**src/rtl/ovl_fire_collector.sv**
```systemverilog
// Collects checker fire pulses into sticky flags, saturating counters and a timestamped event FIFO.
// Define OVL_FIRE_COLLECTOR_XCHECK_EN to add X/Z detection on fire/enable with the xz_err output.
module ovl_fire_collector #(
  parameter int unsigned NUM_CHECKERS = 8,
  parameter int unsigned TS_WIDTH     = 16,
  parameter int unsigned DEPTH        = 8,
  parameter int unsigned CNT_WIDTH    = 16
) (
  input  logic                    clk,
  input  logic                    reset,
  input  logic                    enable,
  input  logic [NUM_CHECKERS-1:0] fire,
  input  logic                    clear,
  output logic [NUM_CHECKERS-1:0] sticky,
  output logic                    any_fired,
  output logic [CNT_WIDTH-1:0]    fire_cnt,
  output logic [CNT_WIDTH-1:0]    drop_cnt,
  output logic                    overflow,
  output logic                    evt_valid,
  input  logic                    evt_ready,
  output logic [TS_WIDTH-1:0]     evt_ts,
  output logic [NUM_CHECKERS-1:0] evt_fire
`ifdef OVL_FIRE_COLLECTOR_XCHECK_EN
  ,
  output logic                    xz_err
`endif
);

  localparam int unsigned AW = $clog2(DEPTH);
  localparam int unsigned EW = TS_WIDTH + NUM_CHECKERS;
  localparam logic [AW:0] FullCount = (AW + 1)'(DEPTH);

  logic [TS_WIDTH-1:0]     ts_q;
  logic [NUM_CHECKERS-1:0] sticky_q, sticky_d;
  logic                    overflow_q, overflow_d;
  logic [CNT_WIDTH-1:0]    fire_cnt_q, drop_cnt_q;
  logic [EW-1:0]           mem_q [DEPTH];
  logic [AW-1:0]           wr_ptr_q, rd_ptr_q;
  logic [AW:0]             count_q, count_d;

  logic                    xz_now;
  logic                    ev, full, empty, push, pop, drop;
  logic [NUM_CHECKERS-1:0] fire_en;

`ifdef OVL_FIRE_COLLECTOR_XCHECK_EN
  logic xz_err_q;

  assign xz_now = $isunknown({enable, fire});
  assign xz_err = xz_err_q;

  always_ff @(posedge clk) begin
    if (reset) begin
      xz_err_q <= 1'b0;
    end else if (xz_now) begin
      xz_err_q <= 1'b1;
    end
  end

  always_ff @(posedge clk) begin
    if (!reset && xz_now) begin
      $display("OVL_FIRE_COLLECTOR: X/Z on fire at ts=%0d", ts_q);
    end
  end
`else
  assign xz_now = 1'b0;
`endif

  // A cycle with X/Z on the inputs is treated as if collection were disabled.
  assign fire_en = (enable && !xz_now) ? fire : '0;
  assign ev      = |fire_en;

  assign empty = (count_q == '0);
  assign full  = (count_q == FullCount);
  assign pop   = !empty && evt_ready;
  assign push  = ev && (!full || pop);
  assign drop  = ev && full && !pop;

  always_comb begin
    count_d = count_q;
    unique case ({push, pop})
      2'b10:   count_d = count_q + (AW + 1)'(1);
      2'b01:   count_d = count_q - (AW + 1)'(1);
      default: count_d = count_q;
    endcase
  end

  always_comb begin
    sticky_d   = (clear ? '0 : sticky_q) | fire_en;
    overflow_d = (clear ? 1'b0 : overflow_q) | drop;
  end

  always_ff @(posedge clk) begin
    if (reset) begin
      ts_q       <= '0;
      sticky_q   <= '0;
      overflow_q <= 1'b0;
      fire_cnt_q <= '0;
      drop_cnt_q <= '0;
      wr_ptr_q   <= '0;
      rd_ptr_q   <= '0;
      count_q    <= '0;
      mem_q      <= '{default: '0};
    end else begin
      ts_q       <= ts_q + TS_WIDTH'(1);
      sticky_q   <= sticky_d;
      overflow_q <= overflow_d;
      count_q    <= count_d;
      if (ev && (fire_cnt_q != '1)) begin
        fire_cnt_q <= fire_cnt_q + CNT_WIDTH'(1);
      end
      if (drop && (drop_cnt_q != '1)) begin
        drop_cnt_q <= drop_cnt_q + CNT_WIDTH'(1);
      end
      if (push) begin
        mem_q[wr_ptr_q] <= {ts_q, fire};
        wr_ptr_q        <= wr_ptr_q + AW'(1);
      end
      if (pop) begin
        rd_ptr_q <= rd_ptr_q + AW'(1);
      end
    end
  end

  assign sticky    = sticky_q;
  assign any_fired = |sticky_q;
  assign fire_cnt  = fire_cnt_q;
  assign drop_cnt  = drop_cnt_q;
  assign overflow  = overflow_q;
  assign evt_valid = !empty;
  assign {evt_ts, evt_fire} = mem_q[rd_ptr_q];

endmodule
```
**config.mk**
```make
export PLATFORM = sky130hd
export DESIGN_NAME = ovl_fire_collector
export DESIGN_NICKNAME = d
export VERILOG_FILES = /design/src/rtl/ovl_fire_collector.sv
export SDC_FILE = /design/constraint.sdc
export NUM_CORES = 1
export LEC_CHECK = 0
export BUFFER_PORTS_ARGS = -buffer_cell sky130_fd_sc_hd__buf_2
export CAP_MARGIN = 10
export CORE_MARGIN = 4
export CORE_UTILIZATION = 45
export CTS_CLUSTER_SIZE = 20
export DETAILED_ROUTE_END_ITERATION = 8
export SKIP_CTS_REPAIR_TIMING = 1
export SYNTH_ARGS = -nofsm -noshare
export SYNTH_HDL_FRONTEND = slang
export SYNTH_SLANG_ARGS = --single-unit
export TNS_END_PERCENT = 20
```
**constraint.sdc**
```tcl
create_clock -name clk -period 8.1 [get_ports clk]
set_input_delay 2.025 -clock clk [delete_from_list [all_inputs] [get_ports clk]]
set_output_delay 2.025 -clock clk [all_outputs]
set_load 0.02 [all_outputs]
```
==> metrics <==
root buffer cell clkbuf_16; Synth Area per Inst 9.38 sq um; Tmin final 4.98 ns; antenna violations before repair 0; H-tree levels 1; WP data required 6.08 ns; nets@finish 1240; vias in the first global route 8056; die height between 150 and 200 um; leakage 4.46 nW; Yosys reg bits 259; Skew-Pair Late Insertion Delay 0.53 ns; Warnings, synthesis 0; area growth from synthesis to layout 13.2%; outcome complete, no violations; EDFF count, synth 0; average wire per standard cell 17.6 um; layout cell share with drive strength beyond 1 0.181; crit end category primary output; vias per cell 5.44; CTS buffer count 28; count of port buffers added during placement 79; commonest non-fill, non-tap cells in the layout dfxtp_1 (257), nand2_1 (209), nor2_1 (153), a21oi_1 (114), mux2i_1 (100); Die ar. roughly 0.028 sq mm; commonest register cell after synthesis dfxtp_1; CTS clk-pin slew, worst paths around 0.060 ns; main combinational cell family by area after synthesis multiplexers; Max Cap Viol 0; Slew Viols, Final 0; All-Layer GR Usage 0.195; CP arrival 2.95 ns; Congestion Overflow GR 0; maximum vdd drop 0.162 mV; n_diodes 0; first-pass GRT wire length 44900 um; io pins 80; post-synth cell types between 40 and 50; final core utilization 0.520; mapped cell area 0.0112 sq mm; Starting Density 0.460; CTS max path bufs 3; kind of critical path register to primary output; RSZ-0062 raised after global routing false; Crit Path Max Fanout 32; R2R Path Start count_q[0]; clock sink count 259; Post-DRT Antenna Nets 0; DPL Wire Length 16200 um; Post-Synth Adder-Cell Area 0.00890; Synth Area in Simple Gates 0.181; gpl congestion 0.763; Synth Area in Compound Gates 0.0680; Final TNS setup 0 ns; Worst-Margin Slew 1.24 ns; Setup crit start rd_ptr_q[0]; worst rel slew slack 0.168; power density cells roughly 240 mW/mm^2; Area after DPL 0.0118 sq mm; die width 166 um; DRT iter0 DRCs 562; CTS tree yes; Critical Path Start Type register; xor and xnor area share after synthesis 0.0304; met3 wire length 1150 um; Final Cycle Share 0.614; drt pass-1 iters 5; Fin Clk Skew between 0.007 and 0.008 ns; register area share after synthesis 0.461; DRC 0; Gate Count Post-Synth 1198; fillcell total 2254; wl on met1 13100 um; Async SR Flop Fraction 0; max layer used met4; Worst Hold Launch mem_q[25]; max frequency 201 MHz; Syn Nets 1219; metal2 WL 12500 um; final setup vio count 0; post-synthesis mux area share 0.209; core area between 0.02 and 0.025 sq mm; DRT Wirelength 27500 um; design area 0.0127 sq mm; Final Hold Vio Count 0; detailed-route via count 8504; hold crit path type register to register; Core Rows 57; largest net degree at the start of global routing between 150 and 200; commonest non-fill, non-tap cell in the layout dfxtp_1
[path summary, 6_finish.rpt]
path,end,slack [ns],cells after the start
worst max-delay path,evt_ts[13],3.12,4
worst min-delay path,mem_q[25],0.45,2
worst max register to register,count_q[2],4.98,9
worst min register to register,mem_q[25],0.45,2
[sequential cells by signal, indices dropped and copies added (netlist names)]
name / count
ts_q: 16
sticky: 8
overflow: 1
mem_q: 192
wr_ptr_q: 3
count_q: 4
rd_ptr_q: 3
fire_cnt: 16
drop_cnt: 16
[cells in the mapped netlist, drive strengths merged (2+ instances only)]
| master | n | area [sq um] |
|---|---|---|
| a22oi | 8 | 60.1 |
| xnor2 | 25 | 219 |
| xor2 | 14 | 123 |
| and3 | 5 | 31.3 |
| ha | 8 | 100 |
| or3 | 11 | 68.8 |
| nand4 | 10 | 62.6 |
| clkbuf | 65 | 244 |
| nand3b | 2 | 15.0 |
| inv | 5 | 18.8 |
| nor3 | 10 | 60.1 |
| nor4 | 18 | 119 |
| nand2b | 4 | 25.0 |
| nand2 | 209 | 785 |
| o21ai | 8 | 40.0 |
| nor4b | 4 | 35.0 |
| a21oi | 114 | 571 |
| nand3 | 19 | 95.1 |
| nor2 | 153 | 574 |
| and4 | 3 | 26.3 |
| o31ai | 6 | 45.0 |
| mux4 | 48 | 1080 |
| mux2i | 100 | 1000 |
| mux2 | 24 | 270 |
| or4b | 2 | 20.0 |
| or4 | 10 | 75.1 |
| dfxtp | 259 | 5180 |
| buf | 42 | 196 |
[per-stage QoR]
step           worst slack, ns  power [mW]  hold WS (ns)  instances
6_report                  3.12        3.07         0.450       1562
3_5_place_dp              2.97        1.84         0.445       1513
3_3_place_gp              2.99        1.84         0.438       1513
4_1_cts                   3.04        3.11         0.453       1562
5_1_grt                   2.94        3.20         0.469       1562
2_1_floorplan             3.63        1.72         0.433       1198
[power by group]
part	switching (mW)	leakage, nW	internal [mW]
Clock	0.499	0.454	0.769
Combinational	0.243	1.91	0.185
Sequential	0.0668	2.09	1.31
Total	0.809	4.46	2.26
[cells by family after synthesis]
kind of cell               after synthesis
and+or+nand+nor                        466
DFF                                    259
muxes                                  172
AOI/OAI and AO/OA                      141
buffers and inverters                  113
xor gates and xnor gates                39
adders and majority gates                8
[worst max-delay path, stage by stage (launching register included)]
cell	delay, ns
dfxtp_2	0.72
buf_4	0.62
mux4_2	0.60
mux2_2	0.29
buf_2	0.16
[routing by layer]
layer,GRT usage,vias to the layer above
li1,-,4168
met1,0.288,4111
met2,0.303,176
met3,0.0267,49
met4,0.0491,0
met5,0,-
[final cells by class]
| class | instances | area (sq um) | area share |
|---|---|---|---|
| multi-input cells | 826 | 5650 | 0.444 |
| flip-flops and latches | 259 | 5190 | 0.407 |
| clock buffers | 43 | 838 | 0.0658 |
| repair buffers | 98 | 547 | 0.0429 |
| well taps | 324 | 405 | 0.0318 |
| clock inverters | 6 | 80.1 | 0.00629 |
| inverters | 6 | 22.5 | 0.00177 |
No activity file was read; power rests on OpenSTA's default activity.
